### config.mk
export PLATFORM = sky130hd
export DESIGN_NAME = byte_striping
export DESIGN_NICKNAME = d
export VERILOG_FILES = /design/src/rtl/byte_striping.sv
export SDC_FILE = /design/constraint.sdc
export NUM_CORES = 1
export LEC_CHECK = 0
export CORE_MARGIN = 3
export CORE_UTILIZATION = 45
export DETAILED_ROUTE_END_ITERATION = 6
export GPL_ROUTABILITY_DRIVEN = 0
export HOLD_SLACK_MARGIN = 0.15
export PLACE_DENSITY = 0.85
export SYNTH_ARGS = -nofsm -noshare
export SYNTH_HDL_FRONTEND = slang
export SYNTH_SLANG_ARGS = --single-unit
### constraint.sdc
create_clock -name clk -period 1.95 [get_ports clk]
set_clock_uncertainty 0.2 [all_clocks]
set_input_delay 0.195 -clock clk [delete_from_list [all_inputs] [get_ports clk]]
set_output_delay 0.195 -clock clk [all_outputs]
set_load 0.01 [all_outputs]
### src/rtl/byte_striping.sv
`default_nettype none
`timescale 1ns/1ps
// ============================================================================
// Module      : byte_striping
// Description : Stripes a framed byte stream (STP/SDP ... END) across four
//               lanes, emitting one registered 4-byte group per full slot set.
// Revision    : 1.0 - initial release
// ============================================================================
module byte_striping #(
  parameter logic [7:0] COM = 8'hBC,
  parameter logic [7:0] PAD = 8'hF7,
  parameter logic [7:0] SKP = 8'h1C,
  parameter logic [7:0] STP = 8'hFB,
  parameter logic [7:0] SDP = 8'h5C,
  parameter logic [7:0] END = 8'hFD,
  parameter logic [7:0] EDB = 8'hFE,
  parameter logic [7:0] FTS = 8'h3C,
  parameter logic [7:0] IDL = 8'h7C
) (
  input  logic       clk,
  input  logic       reset,
  input  logic [7:0] fromMux,
  input  logic       validIn,
  output logic [7:0] TL0,
  output logic [7:0] TL1,
  output logic [7:0] TL2,
  output logic [7:0] TL3,
  output logic       validOut,
  output logic       busy
);

  typedef enum logic [0:0] {
    S_IDLE = 1'b0,
    S_DATA = 1'b1
  } state_t;

  state_t     r_state;
  state_t     w_state_next;
  logic [1:0] r_idx;
  logic [1:0] w_idx_next;
  logic [7:0] r_buf [0:2];
  logic [7:0] w_group [0:3];
  logic       w_accept;
  logic       w_emit;
  logic       w_is_start;
  logic       w_is_end;

  // Remaining K-codes belong to the receive side and play no part in striping.
  logic [31:0] w_unused_kcodes;
  assign w_unused_kcodes = {COM, SKP, EDB, FTS};

  assign w_is_start = (fromMux == STP) || (fromMux == SDP);
  assign w_is_end   = (fromMux == END);
  assign busy       = (r_state == S_DATA);

  always_ff @(posedge clk) begin
    if (reset) begin
      r_state <= S_IDLE;
      r_idx   <= 2'd0;
    end else begin
      r_state <= w_state_next;
      r_idx   <= w_idx_next;
    end
  end

  always_comb begin
    w_state_next = r_state;
    w_idx_next   = r_idx;
    w_accept     = 1'b0;
    w_emit       = 1'b0;
    case (r_state)
      S_IDLE: begin
        if (validIn && w_is_start) begin
          w_accept     = 1'b1;
          w_idx_next   = 2'd1;
          w_state_next = S_DATA;
        end
      end
      S_DATA: begin
        if (validIn) begin
          w_accept   = 1'b1;
          w_idx_next = r_idx + 2'd1;
          if (w_is_end) begin
            w_emit       = 1'b1;
            w_idx_next   = 2'd0;
            w_state_next = S_IDLE;
          end else if (r_idx == 2'd3) begin
            w_emit = 1'b1;
          end
        end
      end
      default: begin
        w_state_next = S_IDLE;
        w_idx_next   = 2'd0;
      end
    endcase
  end

  // Group assembly: held slots below idx, the incoming byte at idx, PAD above.
  // PAD only reaches the lanes when the incoming byte is END.
  for (genvar i = 0; i < 3; i++) begin : g_slot
    localparam logic [1:0] c_slot = 2'(i);
    assign w_group[i] = (c_slot < r_idx)  ? r_buf[i] :
                        (c_slot == r_idx) ? fromMux  : PAD;
  end
  assign w_group[3] = (r_idx == 2'd3) ? fromMux : PAD;

  always_ff @(posedge clk) begin
    if (reset) begin
      for (int i = 0; i < 3; i++) r_buf[i] <= 8'h00;
      TL0      <= IDL;
      TL1      <= IDL;
      TL2      <= IDL;
      TL3      <= IDL;
      validOut <= 1'b0;
    end else begin
      for (int i = 0; i < 3; i++) begin
        if (w_accept && (r_idx == 2'(i))) r_buf[i] <= fromMux;
      end
      if (w_emit) begin
        TL0      <= w_group[0];
        TL1      <= w_group[1];
        TL2      <= w_group[2];
        TL3      <= w_group[3];
        validOut <= 1'b1;
      end else begin
        TL0      <= IDL;
        TL1      <= IDL;
        TL2      <= IDL;
        TL3      <= IDL;
        validOut <= 1'b0;
      end
    end
  end

endmodule
`default_nettype wire

==> reports/qor.csv <==
metric,value,unit
Mean Syn Cell Area,12.0,um^2
part of the power in registers,0.560,
Die H,74.6,um
Post-synth EDFFs,16,
Post-Synth XOR/XNOR Area,0,
leak pwr,1.29,nW
htree depth,3,
Antenna diodes,0,
nets,284,
final core occ,0.703,
CP Launch Type,primary input,
top-level I/O count,45,
sequential fraction of the synthesis area,0.643,
Die X,74.6,um
Slew @ Worst Pin,0.305,ns
Filler cells,292,
main combinational cell family by area after synthesis,compound AO/OA/AOI/OAI gates,
DRC,0,
Starting Density,0.476,
top sig layer,met4,
Post-Layout Inst Area,3120,um^2
largest net degree at the start of global routing,13,
Synth Register Bits,60,
TritonCTS Buffers,9,
Gate Count Post-Synth,177,
final setup vio count,6,
DRT Pass-1 Iters,4,
post-route ant nets,0,
MaxCap Viol Count,0,
Max Slew Vio Count,0,
post-detail-place hpwl,3760,um
met3 WL,340,um
Die Area,5560,um^2
Sw Share,0.225,
Power Density,739,nW/um^2
final worst path period share,1.01,
Crit. End Element,flop,
vias post-DR,1784,
first-pass GRT wire length,8160,um
Post-DP Area,2880,um^2
Rows,24,
CP required,2.01,ns
Max IR drop VDD,310,uV
yosys warns,0,
status,"complete, but fails checks",
gr ovfl total,0,
Critical Path AT,2.02,ns
ys flop type,dfxtp_1,
IO buf count,44,
met1 wire length,2140,um
Slew Limit Headroom,0.797,
Clk pwr share,0.390,
area of the mapped netlist,2120,um^2
routed wl met2,2760,um
Cell Int Power,1.79,mW
worst hold-check path type,in -> reg,
Place WS,-0.575,ns
vias in the first global route,1689,
crit path kind,in -> reg,
Tot GR Track Use,0.204,
core area,4440,um^2
mean number of vias per cell,5.47,
mux cell area share after synthesis,0,
minimum clock period,1.96,ns
CTS tree,built,
total power,2.31,mW
P_sw,0.520,mW
initial DRC count,109,
P&R area growth vs syn,47.6,%
Synth Area in Compound Gates,0.159,
Synth cell types,36,
simple-gate share of the synthesized area,0.150,
ys async rst share,0,
Synth Area in Adders,0.0236,
layout cells sized above 1,0.299,
total wire length,5540,um
Clock Sinks,60,
Max Fanout on Critical Path,7,
combinational power share,0.050,
"Reg clk slew, reported paths",0.07,ns
Max clock buf depth,2,
Syn Nets,192,
setup TNS,-0.0322,ns
initial antenna violation count,0,
Final Hold Vio Count,0,
fmax,0.510,GHz
DR WL/cell,17.0,um
Clock Latency Late Sink,0.33,ns
RSZ-0062 raised after global routing,true,
final setup margin,-0.0121,ns
root buf cell,clkbuf_8,
violated checks,setup timing,
-- power by group through the flow --
stage / Clock (mW) / Combinational (mW) / Sequential (mW)
floorplan: 0 / 0.0319 / 1.32
global placement: 0 / 0.107 / 1.32
detailed placement: 0 / 0.109 / 1.32
CTS: 0.903 / 0.108 / 1.29
global route: 0.958 / 0.121 / 1.29
finish: 0.900 / 0.115 / 1.29
-- per-stage QoR --
stage	hold WS, ns	cells
6_report	0.185	326
3_3_place_gp	0.219	305
4_1_cts	0.166	323
2_1_floorplan	0.102	177
5_1_grt	0.202	326
3_5_place_dp	0.222	305
-- cell type report --
cell class	instances	area (um^2)	share of cell area
clock inverter	6	31.3	0.0100
clock buffer	10	128	0.0408
multi-input combinational	103	746	0.239
tap	52	65.1	0.0208
timing repair buffer	86	756	0.242
inverter	9	37.5	0.0120
sequential	60	1360	0.436
-- logic make-up (layout without fill, tap and decap cells) --
logic type	Yosys count	count (layout)
AOI/OAI and AO/OA	45	45
and+or+nand+nor	54	54
DFF	60	60
buffers and inverters	14	111
adders and majority gates	4	4
-- per-layer routing --
| layer | up-vias | track usage |
|---|---|---|
| met2 | 91 | 0.349 |
| met3 | 30 | 0.0568 |
| li1 | 833 | - |
| met5 | - | 0 |
| met4 | 0 | 0.142 |
| met1 | 830 | 0.216 |
-- worst paths after layout --
path / start / end / slack (ns) / cells past startpoint
min: fromMux[4] / TL3[4] / 0.19 / 2
min reg2reg: r_buf[2][4] / TL2[4] / 0.24 / 1
max: fromMux[5] / TL0[0] / -0.01 / 5
max reg2reg: r_idx[0] / r_buf[1][6] / 0.08 / 7
-- flip-flops by register name (all words and copies together), names as in the netlist --
| signal | cells |
|---|---|
| busy | 1 |
| TL3 | 8 |
| TL0 | 8 |
| r_idx | 2 |
| TL2 | 8 |
| r_buf | 24 |
| validOut | 1 |
| TL1 | 8 |
-- worst max-delay path, cell delays in order --
cell           delay [ns]
dlygate4sd2_1        0.27
or4b_4               0.58
o221a_4              0.33
or4_4                0.51
a21oi_2              0.14
-- Yosys cell counts (all sizes together) (5+ instances only) --
library cell / number / area [um^2]
nand2: 16 / 60.1
edfxtp: 16 / 480
a22o: 5 / 43.8
dfxtp: 44 / 881
inv: 8 / 30.0
or2: 8 / 50.1
o22ai: 8 / 50.1
a21oi: 12 / 60.1
and2: 9 / 57.6
nor2: 9 / 33.8
a221o: 6 / 61.3
-- cell usage in the layout (no fill, tap or decap), drive strengths merged, types with 8 or more instances in the layout --
master / netlist / routed
dfxtp: 44 / 44
buf: 1 / 41
clkdlybuf4s50: 0 / 36
nand2: 16 / 16
edfxtp: 16 / 16
a21oi: 12 / 12
clkbuf: 4 / 10
nor2: 9 / 9
and2: 9 / 9
or2: 8 / 8
o22ai: 8 / 8
-- timing repair --
item	in CTS	in global routing
hold endpoints to repair	0	2
gates cloned	0	1
pin swaps	5	4
endpoints found under the setup margin	50	46
hold buffers	0	1
setup buffers	2	1
resized for setup	16	8
(Power assumes the default switching activity.)
